`src/rtl/reg_dump.sv`:
```
// Register-file dump engine.
// Reads up to four registers from a 4-entry register file read port, starting
// at a given index and wrapping 3->0. Each word is streamed out on a
// valid/ready interface. Every word costs one FETCH cycle, which captures
// rd_data, and at least one SEND cycle, which presents the word. Once the
// final word has been accepted, a single-cycle done pulse is raised.
// The block only ever reads the register file; it has no write path.
module reg_dump #(
    parameter int DATA_W = 8
) (
    input  logic              clk,
    input  logic              rst,
    input  logic              start,
    input  logic [1:0]        first_addr,
    input  logic [2:0]        count,
    input  logic              abort,
    output logic [1:0]        rd_addr,
    input  logic [DATA_W-1:0] rd_data,
    output logic [DATA_W-1:0] out_data,
    output logic              out_valid,
    input  logic              out_ready,
    output logic              out_last,
    output logic              busy,
    output logic              done
);

    typedef enum logic [1:0] {
        IDLE  = 2'd0,
        FETCH = 2'd1,
        SEND  = 2'd2,
        DONE  = 2'd3
    } state_t;

    state_t              state,     state_nxt;
    logic [1:0]          ptr,       ptr_nxt;
    logic [2:0]          remaining, remaining_nxt;
    logic [DATA_W-1:0]   data_q,    data_nxt;
    logic                last_q,    last_nxt;

    // The requested length is clamped: a count of 0, or any count above 4,
    // means "dump all four registers".
    logic [2:0] count_eff;
    assign count_eff = (count == 3'd0 || count > 3'd4) ? 3'd4 : count;

    // State register plus datapath registers. A synchronous reset clears
    // everything back to an idle, all-zero state.
    always_ff @(posedge clk) begin
        // NOTE: sequential state uses non-blocking assignments so that every
        // register samples the values from before the edge, regardless of the
        // order in which the statements are written.
        if (rst) begin
            state     <= IDLE;
            ptr       <= 2'd0;
            remaining <= 3'd0;
            data_q    <= '0;
            last_q    <= 1'b0;
        end else begin
            state     <= state_nxt;
            ptr       <= ptr_nxt;
            remaining <= remaining_nxt;
            data_q    <= data_nxt;
            last_q    <= last_nxt;
        end
    end

    // Next-state and next-datapath logic. abort wins over everything except
    // reset; start is looked at only while the engine is idle.
    always_comb begin
        // NOTE: each variable gets its hold value first, so a path that does
        // not assign it cannot infer a latch.
        state_nxt     = state;
        ptr_nxt       = ptr;
        remaining_nxt = remaining;
        data_nxt      = data_q;
        last_nxt      = last_q;

        case (state)
            IDLE: begin
                if (start) begin
                    ptr_nxt       = first_addr;
                    remaining_nxt = count_eff;
                    state_nxt     = FETCH;
                end
            end

            FETCH: begin
                if (abort) begin
                    state_nxt = IDLE;
                end else begin
                    data_nxt  = rd_data;
                    last_nxt  = (remaining == 3'd1);
                    state_nxt = SEND;
                end
            end

            SEND: begin
                if (abort) begin
                    state_nxt = IDLE;
                end else if (out_ready) begin
                    if (remaining > 3'd1) begin
                        ptr_nxt       = ptr + 2'd1;   // 2-bit add wraps 3 -> 0
                        remaining_nxt = remaining - 3'd1;
                        state_nxt     = FETCH;
                    end else begin
                        state_nxt = DONE;
                    end
                end
            end

            DONE: begin
                state_nxt = IDLE;
            end

            default: begin
                state_nxt = IDLE;
            end
        endcase
    end

    // Outputs are decoded from the registered state. The read address always
    // follows the pointer, even while idle. An abort arriving in the DONE
    // cycle suppresses the done pulse.
    assign rd_addr   = ptr;
    assign out_data  = data_q;
    assign out_last  = last_q;
    assign out_valid = (state == SEND);
    assign busy      = (state != IDLE);
    assign done      = (state == DONE) && !abort;

endmodule

```
`config.mk`:
```
export PLATFORM = sky130hd
export DESIGN_NAME = reg_dump
export DESIGN_NICKNAME = d
export VERILOG_FILES = /design/src/rtl/reg_dump.sv
export SDC_FILE = /design/constraint.sdc
export NUM_CORES = 1
export LEC_CHECK = 0
export CORE_MARGIN = 4
export CORE_UTILIZATION = 40
export CTS_CLUSTER_SIZE = 12
export DETAILED_ROUTE_END_ITERATION = 8
export HOLD_SLACK_MARGIN = 0.05
export PLACE_DENSITY = 0.74
export RECOVER_POWER = 100
export SYNTH_ARGS = -nofsm -noshare
export SYNTH_HDL_FRONTEND = slang
export SYNTH_SLANG_ARGS = --single-unit
```
`constraint.sdc`:
```
create_clock -name clk -period 1.8 [get_ports clk]
set_input_delay 0.36 -clock clk [delete_from_list [all_inputs] [get_ports clk]]
set_output_delay 0.36 -clock clk [all_outputs]
set_load 0.02 [all_outputs]
```
==> impl_results.md <==
- Commonest non-fill, non-tap cells in the layout: clkdlybuf4s50_1 (17), dfxtp_1 (16), dlygate4sd3_1 (11)
- Port bufs: 31
- Clock root buffer master: clkbuf_4
- Drt total wl: 2.18 mm
- Drc violations: 0
- Crit path DAT: 1.34 ns
- Crit share post-route: 94.2%
- Die W: 53.7 um
- Reg area: 320 um2
- CORE AREA: 0.00198 mm2
- Worst path top cell family by delay: buffers and inverters
- Critical path's slowest cell: dlygate4sd3_1
- Final Skew: 0.00157 ns
- # Post-CTS Setup Buffers: 0
- Largest net degree at the start of global routing: 10
- Mapped Cells: 91
- Mapped Nets: 112
- GRT Util Overall: 16.5%
- Cells along the critical path: dlygate4sd3_1
- Number of global-route vias before repair: 778
- Die area: 0.00289 mm2
- Seq/Total Area, Yosys: 38.3%
- Pre-CTS setup slack: -0.158 ns
- Final GP Congestion: 0.798
- Filler cells: 179
- Hold Violations, Final: 0
- Count of state elements after synthesis: 16
- Initial Util: 42.2%
- Fin crit period: 1.70 ns
- 1st-pass router iterations: 4
- WL/cell: 13.8 um
- Yosys warnings: 0
- TritonCTS clock tree: yes
- Final #Nets: 153
- Total gr overflow: 0
- Area Overhead vs Synth: 48.7%
- VDD IR-drop max: 0.447 mV
- # H-tree levels: 1
- CTS max path bufs: 2
- Setup-failing EPs final: 0
- Maxcap violations: 0
- Final ANT Viol Nets: 0
- First-pass GRT wire length: 3.40 mm
- Hold_buf cts: 0
- RSZ-0062 raised after global routing: false
- DR vias/cell: 5.19
- Mapped cell area: 837 um2
- Max Fclk: 590 MHz
- Critical path required time: 1.44 ns
- Pwr/cell area: 653 mW/mm2
- CP bufs+invs: 1
- Via Count: 820
- Mean area per synthesized cell: 9.20 um2
- Total I/O pin count: 32
- Initial DRC Count: 14
- Worst slew margin: 76.7%
- DIE HEIGHT: 53.7 um
- Run status: complete, no violations
- Worst-path clk slew: 0.10 ns
- Clk_lat worst skew: 0.29 ns
- CP Class: reg -> out
- Inst Count DP: 154
- Layout Cells excl Fill: 158
- Final Max Slew Viols: 0
- Synth area leaders: dfxtp_1 (38%), mux2i_1 (9.6%), o32ai_1 (5.2%)
- Detailed placement HPWL: 1.70 mm
- Static Leak: 0.000528 uW
- Initial antenna violation count: 0
- Cell taking the most area after synthesis: dfxtp_1
- Final setup margin: 0.104 ns
- Hold Crit Class: reg -> reg
- Multi-input logic area: 458 um2
- CP endpoint kind: output pin
- Clk sinks: 16
- CP Launch Type: flop
- Most common cell after layout, fill and taps aside: clkdlybuf4s50_1
- Post-CTS Resized: 3
- Max stage delay on crit path: 0.68 ns
- Area share of the largest cell type after synthesis: 38.3%
- CTS buffer count: 3
- Site row count: 16
- Unique cell type count in the Yosys netlist: 32
- Share of cells above drive strength 1: 12.2%
- Tightest Pin Transition: 0.348 ns
- # diodes: 0
- CP max FO: 3
==> power breakdown <==
| group | internal [uW] | switching, uW |
|---|---|---|
| Clock | 123 | 120 |
| Sequential | 371 | 13.2 |
| Combinational | 99.8 | 85.6 |
| Total | 594 | 219 |
==> flip-flops by register name (all words and copies together), names as in the netlist <==
| register | count |
|---|---|
| remaining | 3 |
| state | 2 |
| out_data | 8 |
| rd_addr | 2 |
| out_last | 1 |
==> cell families after synthesis <==
logic type | Yosys count | share of synthesized area (%)
AO/OA/AOI/OAI | 17 | 15.7
flip-flops | 16 | 38.3
buffers and inverters | 12 | 7.03
adder cells (fa/ha/maj) | 3 | 4.48
AND/OR/NAND/NOR | 34 | 23.6
multiplexers | 9 | 10.9
==> worst paths after layout <==
path                                  from           end  slack [ns]  depth (start not counted)
worst min register to register  rd_addr[1]    rd_addr[1]        0.50                          2
worst max-delay path            rd_addr[0]    rd_addr[0]        0.10                          1
worst min-delay path            rd_addr[1]    rd_addr[1]        0.50                          2
worst max register to register    state[1]  remaining[1]        0.21                          4
==> worst register-to-register path, cell delays in order (launching register included) <==
cell and delay, ns:
dfxtp_1 0.34, clkbuf_1 0.19, or3b_1 0.43, o31a_1 0.18, o311a_1 0.36
==> synth_stat cells (all sizes together) <==
| master | number |
|---|---|
| and3 | 1 |
| inv | 6 |
| nor2 | 10 |
| o32ai | 6 |
| and4bb | 1 |
| o31a | 1 |
| ha | 3 |
| o21ai | 2 |
| nor3b | 1 |
| clkbuf | 2 |
| and3b | 1 |
| nor4 | 1 |
| nand2b | 4 |
| or2 | 3 |
| buf | 4 |
| mux2i | 8 |
| nand3b | 1 |
| o211ai | 1 |
| or3b | 1 |
| nor2b | 4 |
| nor3 | 3 |
| nand3 | 2 |
| o311ai | 1 |
| mux2 | 1 |
| a21oi | 4 |
| o311a | 1 |
| and4 | 1 |
| a31oi | 1 |
| dfxtp | 16 |
==> per-layer routing <==
layer / track usage, % / part of all wire [%] / up-vias
met4: 7.66 / 1.8 / 0
met2: 26.6 / 49 / 17
li1: - / - / 405
met1: 20.8 / 46 / 394
met3: 3.32 / 3.4 / 4
met5: 0 / 0 / -
==> area by class of cell <==
cell class / count / share of cell area [%]
clock buffer: 4 / 2.91
inverter: 6 / 1.81
multi-input combinational: 63 / 36.8
sequential: 16 / 25.7
tap: 27 / 2.71
timing repair buffer: 42 / 30.1
==> stage by stage <==
| step | instance area [um2] | util (%) | setup TNS [ns] | hold slack (ns) | total power [uW] |
|---|---|---|---|---|---|
| after floorplan | 837 | - | 0 | 0.439 | 490 |
| after global placement | 1230 | 62.2 | -0.394 | 0.458 | 582 |
| after detailed placement | 1230 | 62.2 | -0.582 | 0.485 | 586 |
| after CTS | 1260 | 63.8 | 0 | 0.502 | 831 |
| after global routing | 1240 | 62.8 | 0 | 0.522 | 860 |
| final | 1240 | 62.8 | 0 | 0.496 | 813 |
No activity file was read; power rests on OpenSTA's default activity.
